File: config.mk
export PLATFORM = sky130hd
export DESIGN_NAME = sha256_msg_sequencer
export DESIGN_NICKNAME = d
export VERILOG_FILES = /design/src/rtl/sha256_msg_sequencer.sv
export SDC_FILE = /design/constraint.sdc
export NUM_CORES = 2
export LEC_CHECK = 0
export ABC_CLOCK_PERIOD_IN_PS = 55900
export BUFFER_PORTS_ARGS = -buffer_cell sky130_fd_sc_hd__buf_2
export CAP_MARGIN = 20
export CORE_AREA = 5 5 408 410
export DETAILED_ROUTE_END_ITERATION = 10
export DIE_AREA = 0 0 413 415
export SETUP_SLACK_MARGIN = 0.4
export SLEW_MARGIN = 20
export SYNTH_ARGS = -nofsm -noshare
export SYNTH_HDL_FRONTEND = slang
export SYNTH_SLANG_ARGS = --single-unit
File: constraint.sdc
create_clock -name clk -period 55.9 [get_ports clk]
set_input_delay 2.795 -clock clk [delete_from_list [all_inputs] [get_ports clk]]
set_output_delay 2.795 -clock clk [all_outputs]
set_load 0.05 [all_outputs]
File: src/rtl/sha256_msg_sequencer.sv
// Byte-stream front end for a SHA-256 compression core: assembles 512-bit blocks,
// appends FIPS 180-4 padding and forwards only the final digest of each message.
module sha256_msg_sequencer #(
    parameter int LEN_W = 61
) (
    input  logic         clk,
    input  logic         rst,
    input  logic         in_valid,
    output logic         in_ready,
    input  logic [7:0]   in_data,
    input  logic         in_last,
    input  logic         msg_empty,
    output logic         core_blk_valid,
    input  logic         core_blk_ready,
    output logic [511:0] core_blk_data,
    output logic         core_start_new_msg,
    input  logic         core_digest_valid,
    output logic         core_digest_ready,
    input  logic [255:0] core_digest,
    output logic         digest_valid,
    input  logic         digest_ready,
    output logic [255:0] digest,
    output logic         busy
);

    typedef enum logic [2:0] {
        S_IDLE     = 3'd0,
        S_LOAD     = 3'd1,
        S_PAD      = 3'd2,
        S_SEND     = 3'd3,
        S_WAIT_DIG = 3'd4,
        S_OUT      = 3'd5
    } state_t;

    localparam logic [LEN_W-1:0] CNT_ONE = {{(LEN_W-1){1'b0}}, 1'b1};

    // Byte j lives in word j/4 at [32k+:32], big-endian inside the word.
    function automatic logic [511:0] put_byte(input logic [511:0] blk, input logic [5:0] idx,
                                              input logic [7:0] val);
        logic [511:0] res;
        logic [8:0]   ofs;
        res = blk;
        ofs = {idx[5:2], 5'b00000} + {4'b0000, ~idx[1:0], 3'b000};
        res[ofs +: 8] = val;
        return res;
    endfunction

    state_t             state_r, state_s;
    logic [5:0]         ptr_r, ptr_s;
    logic [LEN_W-1:0]   cnt_r, cnt_s;
    logic [511:0]       blk_r, blk_s;
    logic [255:0]       digest_r, digest_s;
    logic               pad80_r, pad80_s;
    logic               len_done_r, len_done_s;
    logic               first_blk_r, first_blk_s;
    logic               last_seen_r, last_seen_s;
    logic               len_defer_r, len_defer_s;
    logic               in_ready_r, in_ready_s;
    logic               blk_valid_r, blk_valid_s;
    logic               start_r, start_s;
    logic               dig_ready_r, dig_ready_s;
    logic               digest_valid_r, digest_valid_s;
    logic               busy_r, busy_s;
    logic               accept_s;
    logic [63:0]        bit_len_s;
    logic [7:0]         len_byte_s;

    assign accept_s   = in_valid && in_ready_r;
    assign bit_len_s  = 64'(cnt_r) << 3'd3;
    assign len_byte_s = bit_len_s[{~ptr_r[2:0], 3'b000} +: 8];

    // Next-state, datapath updates and next values of the registered outputs.
    always_comb begin
        state_s     = state_r;
        ptr_s       = ptr_r;
        cnt_s       = cnt_r;
        blk_s       = blk_r;
        digest_s    = digest_r;
        pad80_s     = pad80_r;
        len_done_s  = len_done_r;
        first_blk_s = first_blk_r;
        last_seen_s = last_seen_r;
        len_defer_s = len_defer_r;
        case (state_r)
            S_IDLE: begin
                if (accept_s) begin
                    blk_s       = put_byte(blk_r, 6'd0, in_data);
                    ptr_s       = 6'd1;
                    cnt_s       = CNT_ONE;
                    first_blk_s = 1'b1;
                    last_seen_s = in_last;
                    state_s     = in_last ? S_PAD : S_LOAD;
                end else if (msg_empty && !in_valid) begin
                    first_blk_s = 1'b1;
                    state_s     = S_PAD;
                end else begin
                    state_s = S_IDLE;
                end
            end
            S_LOAD: begin
                if (accept_s) begin
                    blk_s = put_byte(blk_r, ptr_r, in_data);
                    ptr_s = ptr_r + 6'd1;
                    cnt_s = cnt_r + CNT_ONE;
                    if (ptr_r == 6'd63) begin
                        last_seen_s = last_seen_r | in_last;
                        state_s     = S_SEND;
                    end else if (in_last) begin
                        last_seen_s = 1'b1;
                        state_s     = S_PAD;
                    end else begin
                        state_s = S_LOAD;
                    end
                end else begin
                    state_s = S_LOAD;
                end
            end
            S_PAD: begin
                ptr_s = ptr_r + 6'd1;
                if (!pad80_r) begin
                    blk_s       = put_byte(blk_r, ptr_r, 8'h80);
                    pad80_s     = 1'b1;
                    len_defer_s = (ptr_r >= 6'd56);
                end else if (ptr_r < 6'd56) begin
                    blk_s = put_byte(blk_r, ptr_r, 8'h00);
                end else if (len_defer_r) begin
                    // Marker took the length slots: finish this block with zeros.
                    blk_s = put_byte(blk_r, ptr_r, 8'h00);
                end else begin
                    blk_s      = put_byte(blk_r, ptr_r, len_byte_s);
                    len_done_s = (ptr_r == 6'd63);
                end
                if (ptr_r == 6'd63) begin
                    state_s = S_SEND;
                end else begin
                    state_s = S_PAD;
                end
            end
            S_SEND: begin
                if (core_blk_ready) begin
                    ptr_s       = 6'd0;
                    blk_s       = 512'd0;
                    first_blk_s = 1'b0;
                    len_defer_s = 1'b0;
                    state_s     = S_WAIT_DIG;
                end else begin
                    state_s = S_SEND;
                end
            end
            S_WAIT_DIG: begin
                if (core_digest_valid) begin
                    if (len_done_r) begin
                        digest_s = core_digest;
                        state_s  = S_OUT;
                    end else if (last_seen_r || pad80_r) begin
                        state_s = S_PAD;
                    end else begin
                        state_s = S_LOAD;
                    end
                end else begin
                    state_s = S_WAIT_DIG;
                end
            end
            S_OUT: begin
                if (digest_ready) begin
                    pad80_s     = 1'b0;
                    len_done_s  = 1'b0;
                    first_blk_s = 1'b0;
                    last_seen_s = 1'b0;
                    len_defer_s = 1'b0;
                    cnt_s       = {LEN_W{1'b0}};
                    state_s     = S_IDLE;
                end else begin
                    state_s = S_OUT;
                end
            end
            default: begin
                state_s = S_IDLE;
            end
        endcase
        in_ready_s     = (state_s == S_IDLE) || (state_s == S_LOAD);
        blk_valid_s    = (state_s == S_SEND);
        start_s        = (state_s == S_SEND) && first_blk_s;
        dig_ready_s    = (state_s == S_WAIT_DIG);
        digest_valid_s = (state_s == S_OUT);
        busy_s         = (state_s != S_IDLE);
    end

    // State, datapath and output registers.
    always_ff @(posedge clk or posedge rst) begin
        if (rst) begin
            state_r        <= S_IDLE;
            ptr_r          <= 6'd0;
            cnt_r          <= {LEN_W{1'b0}};
            blk_r          <= 512'd0;
            digest_r       <= 256'd0;
            pad80_r        <= 1'b0;
            len_done_r     <= 1'b0;
            first_blk_r    <= 1'b0;
            last_seen_r    <= 1'b0;
            len_defer_r    <= 1'b0;
            in_ready_r     <= 1'b0;
            blk_valid_r    <= 1'b0;
            start_r        <= 1'b0;
            dig_ready_r    <= 1'b0;
            digest_valid_r <= 1'b0;
            busy_r         <= 1'b0;
        end else begin
            state_r        <= state_s;
            ptr_r          <= ptr_s;
            cnt_r          <= cnt_s;
            blk_r          <= blk_s;
            digest_r       <= digest_s;
            pad80_r        <= pad80_s;
            len_done_r     <= len_done_s;
            first_blk_r    <= first_blk_s;
            last_seen_r    <= last_seen_s;
            len_defer_r    <= len_defer_s;
            in_ready_r     <= in_ready_s;
            blk_valid_r    <= blk_valid_s;
            start_r        <= start_s;
            dig_ready_r    <= dig_ready_s;
            digest_valid_r <= digest_valid_s;
            busy_r         <= busy_s;
        end
    end

    assign in_ready           = in_ready_r;
    assign core_blk_valid     = blk_valid_r;
    assign core_blk_data      = blk_r;
    assign core_start_new_msg = start_r;
    assign core_digest_ready  = dig_ready_r;
    assign digest_valid       = digest_valid_r;
    assign digest             = digest_r;
    assign busy               = busy_r;

endmodule

==> run metrics <==
Leakage=23.3 nW; Tot Pwr=2.88 mW; Yosys warnings=0; clk_skew=37.2 ps; Reg clk slew, reported paths=60 ps; DR WL/cell=36.7 microns; IO buf count=1045; flop2flop setup slack=50910 ps; status=complete, no violations; required time worst endpoint=56690 ps; slew at the pin closest to its max-slew limit=1220 ps; CP arrival=6860 ps; RSZ-0062 raised after global routing=no; Die Wd=413 microns; Post-Synthesis Net Count=3676; # DRC=0; Critical Path End Type=async pin; DR iter-0 viols=4970; Setup WS pre-CTS=48880 ps; latest clock arrival within the worst-skew pair=760 ps; Top-Level Pins=1046; internal power=1.40 mW; gpl congestion=1.02; PD cells=58.4 mW/mm^2; layout cells sized above 1=36.8%; commonest non-fill, non-tap cell in the layout=buf_2; clock power share=25.1%; Post-Syn Area per Cell=11.1 sq um; Rows=148; Num CTS Buffers=103; EDFF count, synth=0; grt total ovfl=0; Max-Cap Viols=0; Worst slew margin=18.6%; clock buffer depth=3; Die Area=0.171 sq mm; worst-path maximum fanout=118; DRT Pass-1 Iters=7; f_max=165 MHz; postcts setup bufs=0; register bit total from synthesis=849; Worst Setup Path Type=in -> async; final worst-path cycle share=10.9%; async set or reset register ratio after synthesis=100%; Gate power share=47.3%; Post-Route WL=246000 microns; Post-DRT Antenna Nets=0; Layout area overhead=30.2%; Initial Util=23.4%; Cell Area, Synth=0.0379 sq mm; Die H=415 microns; max-slew violation count=0; Sw Share=51.4%; Worst Hold End=core_blk_data[500]; routed vias/inst=5.46; Core ar.=0.162 sq mm; post-CTS resize count=0; worst min path class=reg -> reg; Top FF cell, synth=dfrtp_1; min-delay src=core_blk_data[500]; hpwl dp=194000 microns; Worst R2R Start=ptr_r[0]; setup ws final=49820 ps; all-layer global routing usage=27.6%; Mapped Cells=3399; nets=4681; Net Sw Power=1.48 mW; Peak VDD IR=0.0000429 V; Yosys cell types=100; share of power burned in registers=27.6%; initial antenna violation count=83; vias in the first global route=34800; H-tree levels=3; root buf cell=clkbuf_16; most frequent cells in the layout=buf_2, dfrtp_1, mux2_2; r2r worst-path depth=8; FF-to-FF End=core_blk_data[316]; routed via count=36500; Hold Path Depth=2; TritonCTS clock tree=yes; # setup viols final=0; Sum Neg Setup Slack=0 ps; Post-CTS Hold Fix Bufs=0; Worst setup SP type=input pin; first-pass GRT wire length=326000 microns; min Tclk post-route=6080 ps; largest net degree at the start of global routing=157; Hold Fails Final Rpt=0; Seq/Total Area, Yosys=56.1%; CTS sink cnt=849
[metrics by stage]
stage	std cells	hold WS, ps	utilization [%]	instance area, sq um
after CTS	6664	480	30.4	49200
after detailed placement	6474	466	28.2	45700
after global placement	6474	459	28.2	45600
after global routing	6673	495	30.4	49200
final	6696	479	30.4	49300
after floorplan	3399	440	-	37900
[synthesized netlist by cell type (all sizes together), types with 11 or more instances]
library cell	n	share of area [%]
a21o	17	0.34
a21oi	98	1.3
a221o	22	0.58
a22o	74	1.7
a22oi	27	0.54
a31oi	31	0.51
a32o	58	1.5
and2	35	0.58
and3	43	0.71
and4	11	0.25
buf	69	0.95
clkbuf	162	1.6
dfrtp	849	56
inv	20	0.20
mux2	263	7.8
mux2i	25	0.66
nand2	253	2.5
nand2b	12	0.24
nand3	243	3.2
nand4	45	0.76
nor2	217	2.2
nor3	85	1.3
nor4	24	0.62
o211ai	20	0.40
o21ai	271	3.6
o22ai	21	0.36
o2bb2ai	88	2.0
o31ai	73	1.5
o41ai	12	0.33
or3	19	0.31
xnor2	23	0.57
xor2	35	0.81
[cells by family after synthesis]
kind of cell	count (synthesis)	share of synthesized area (%)
AND/OR/NAND/NOR	1028	13.6
flip-flops	849	56.1
XOR/XNOR	58	1.38
AO/OA/AOI/OAI	910	17.1
buffers and inverters	253	2.78
adder cells (fa/ha/maj)	5	0.165
multiplexers	296	8.96
[cell type report]
class	instances	area (sq um)
antenna	32	80.1
sequential	849	21200
multi-input combinational	2297	15700
clock inverter	48	622
inverter	22	90.1
fill	17000	113000
clock buffer	142	2930
tap	2175	2720
timing repair buffer	1131	5900
[worst max path at each step]
| stage | startpoint | to | slack [ps] | cells past startpoint |
|---|---|---|---|---|
| floorplan | rst | busy | 29250 | 1 |
| detailed placement | rst | digest[133] | 48880 | 6 |
| CTS | rst | digest[140] | 49680 | 6 |
| global route | rst | digest[133] | 49170 | 6 |
| global placement | rst | core_blk_data[278] | 48940 | 6 |
| finish | rst | digest[128] | 49820 | 6 |
[worst max-delay path, stage by stage]
cell,delay [ps]
buf_2,130
inv_8,570
buf_4,780
buf_4,760
buf_4,800
buf_4,720
[state kept, by name (all words and copies together), names as in the netlist]
signal,count
busy,1
cnt_r,61
core_blk_data,512
core_blk_valid,1
core_digest_ready,1
core_start_new_msg,1
digest,256
digest_valid,1
first_blk_r,1
in_ready,1
last_seen_r,1
len_defer_r,1
len_done_r,1
pad80_r,1
ptr_r,6
state_r,3
[power groups by stage]
stage | Sequential (mW) | Clock [mW] | Combinational [mW]
after floorplan | 1.15 | 0 | 0.431
after global placement | 0.799 | 0 | 1.33
after detailed placement | 0.804 | 0 | 1.34
after CTS | 0.794 | 0.733 | 1.34
after global routing | 0.806 | 0.757 | 1.38
final | 0.796 | 0.722 | 1.36
[per-layer routing]
layer | GRT usage [%] | wire length, microns | up-vias
met5 | 0 | 405 | -
met4 | 12.3 | 13300 | 58
met3 | 12.4 | 31800 | 651
met2 | 43.0 | 111000 | 2535
met1 | 32.6 | 89800 | 18500
li1 | - | - | 14800
Power figures use the tool's default switching activity.
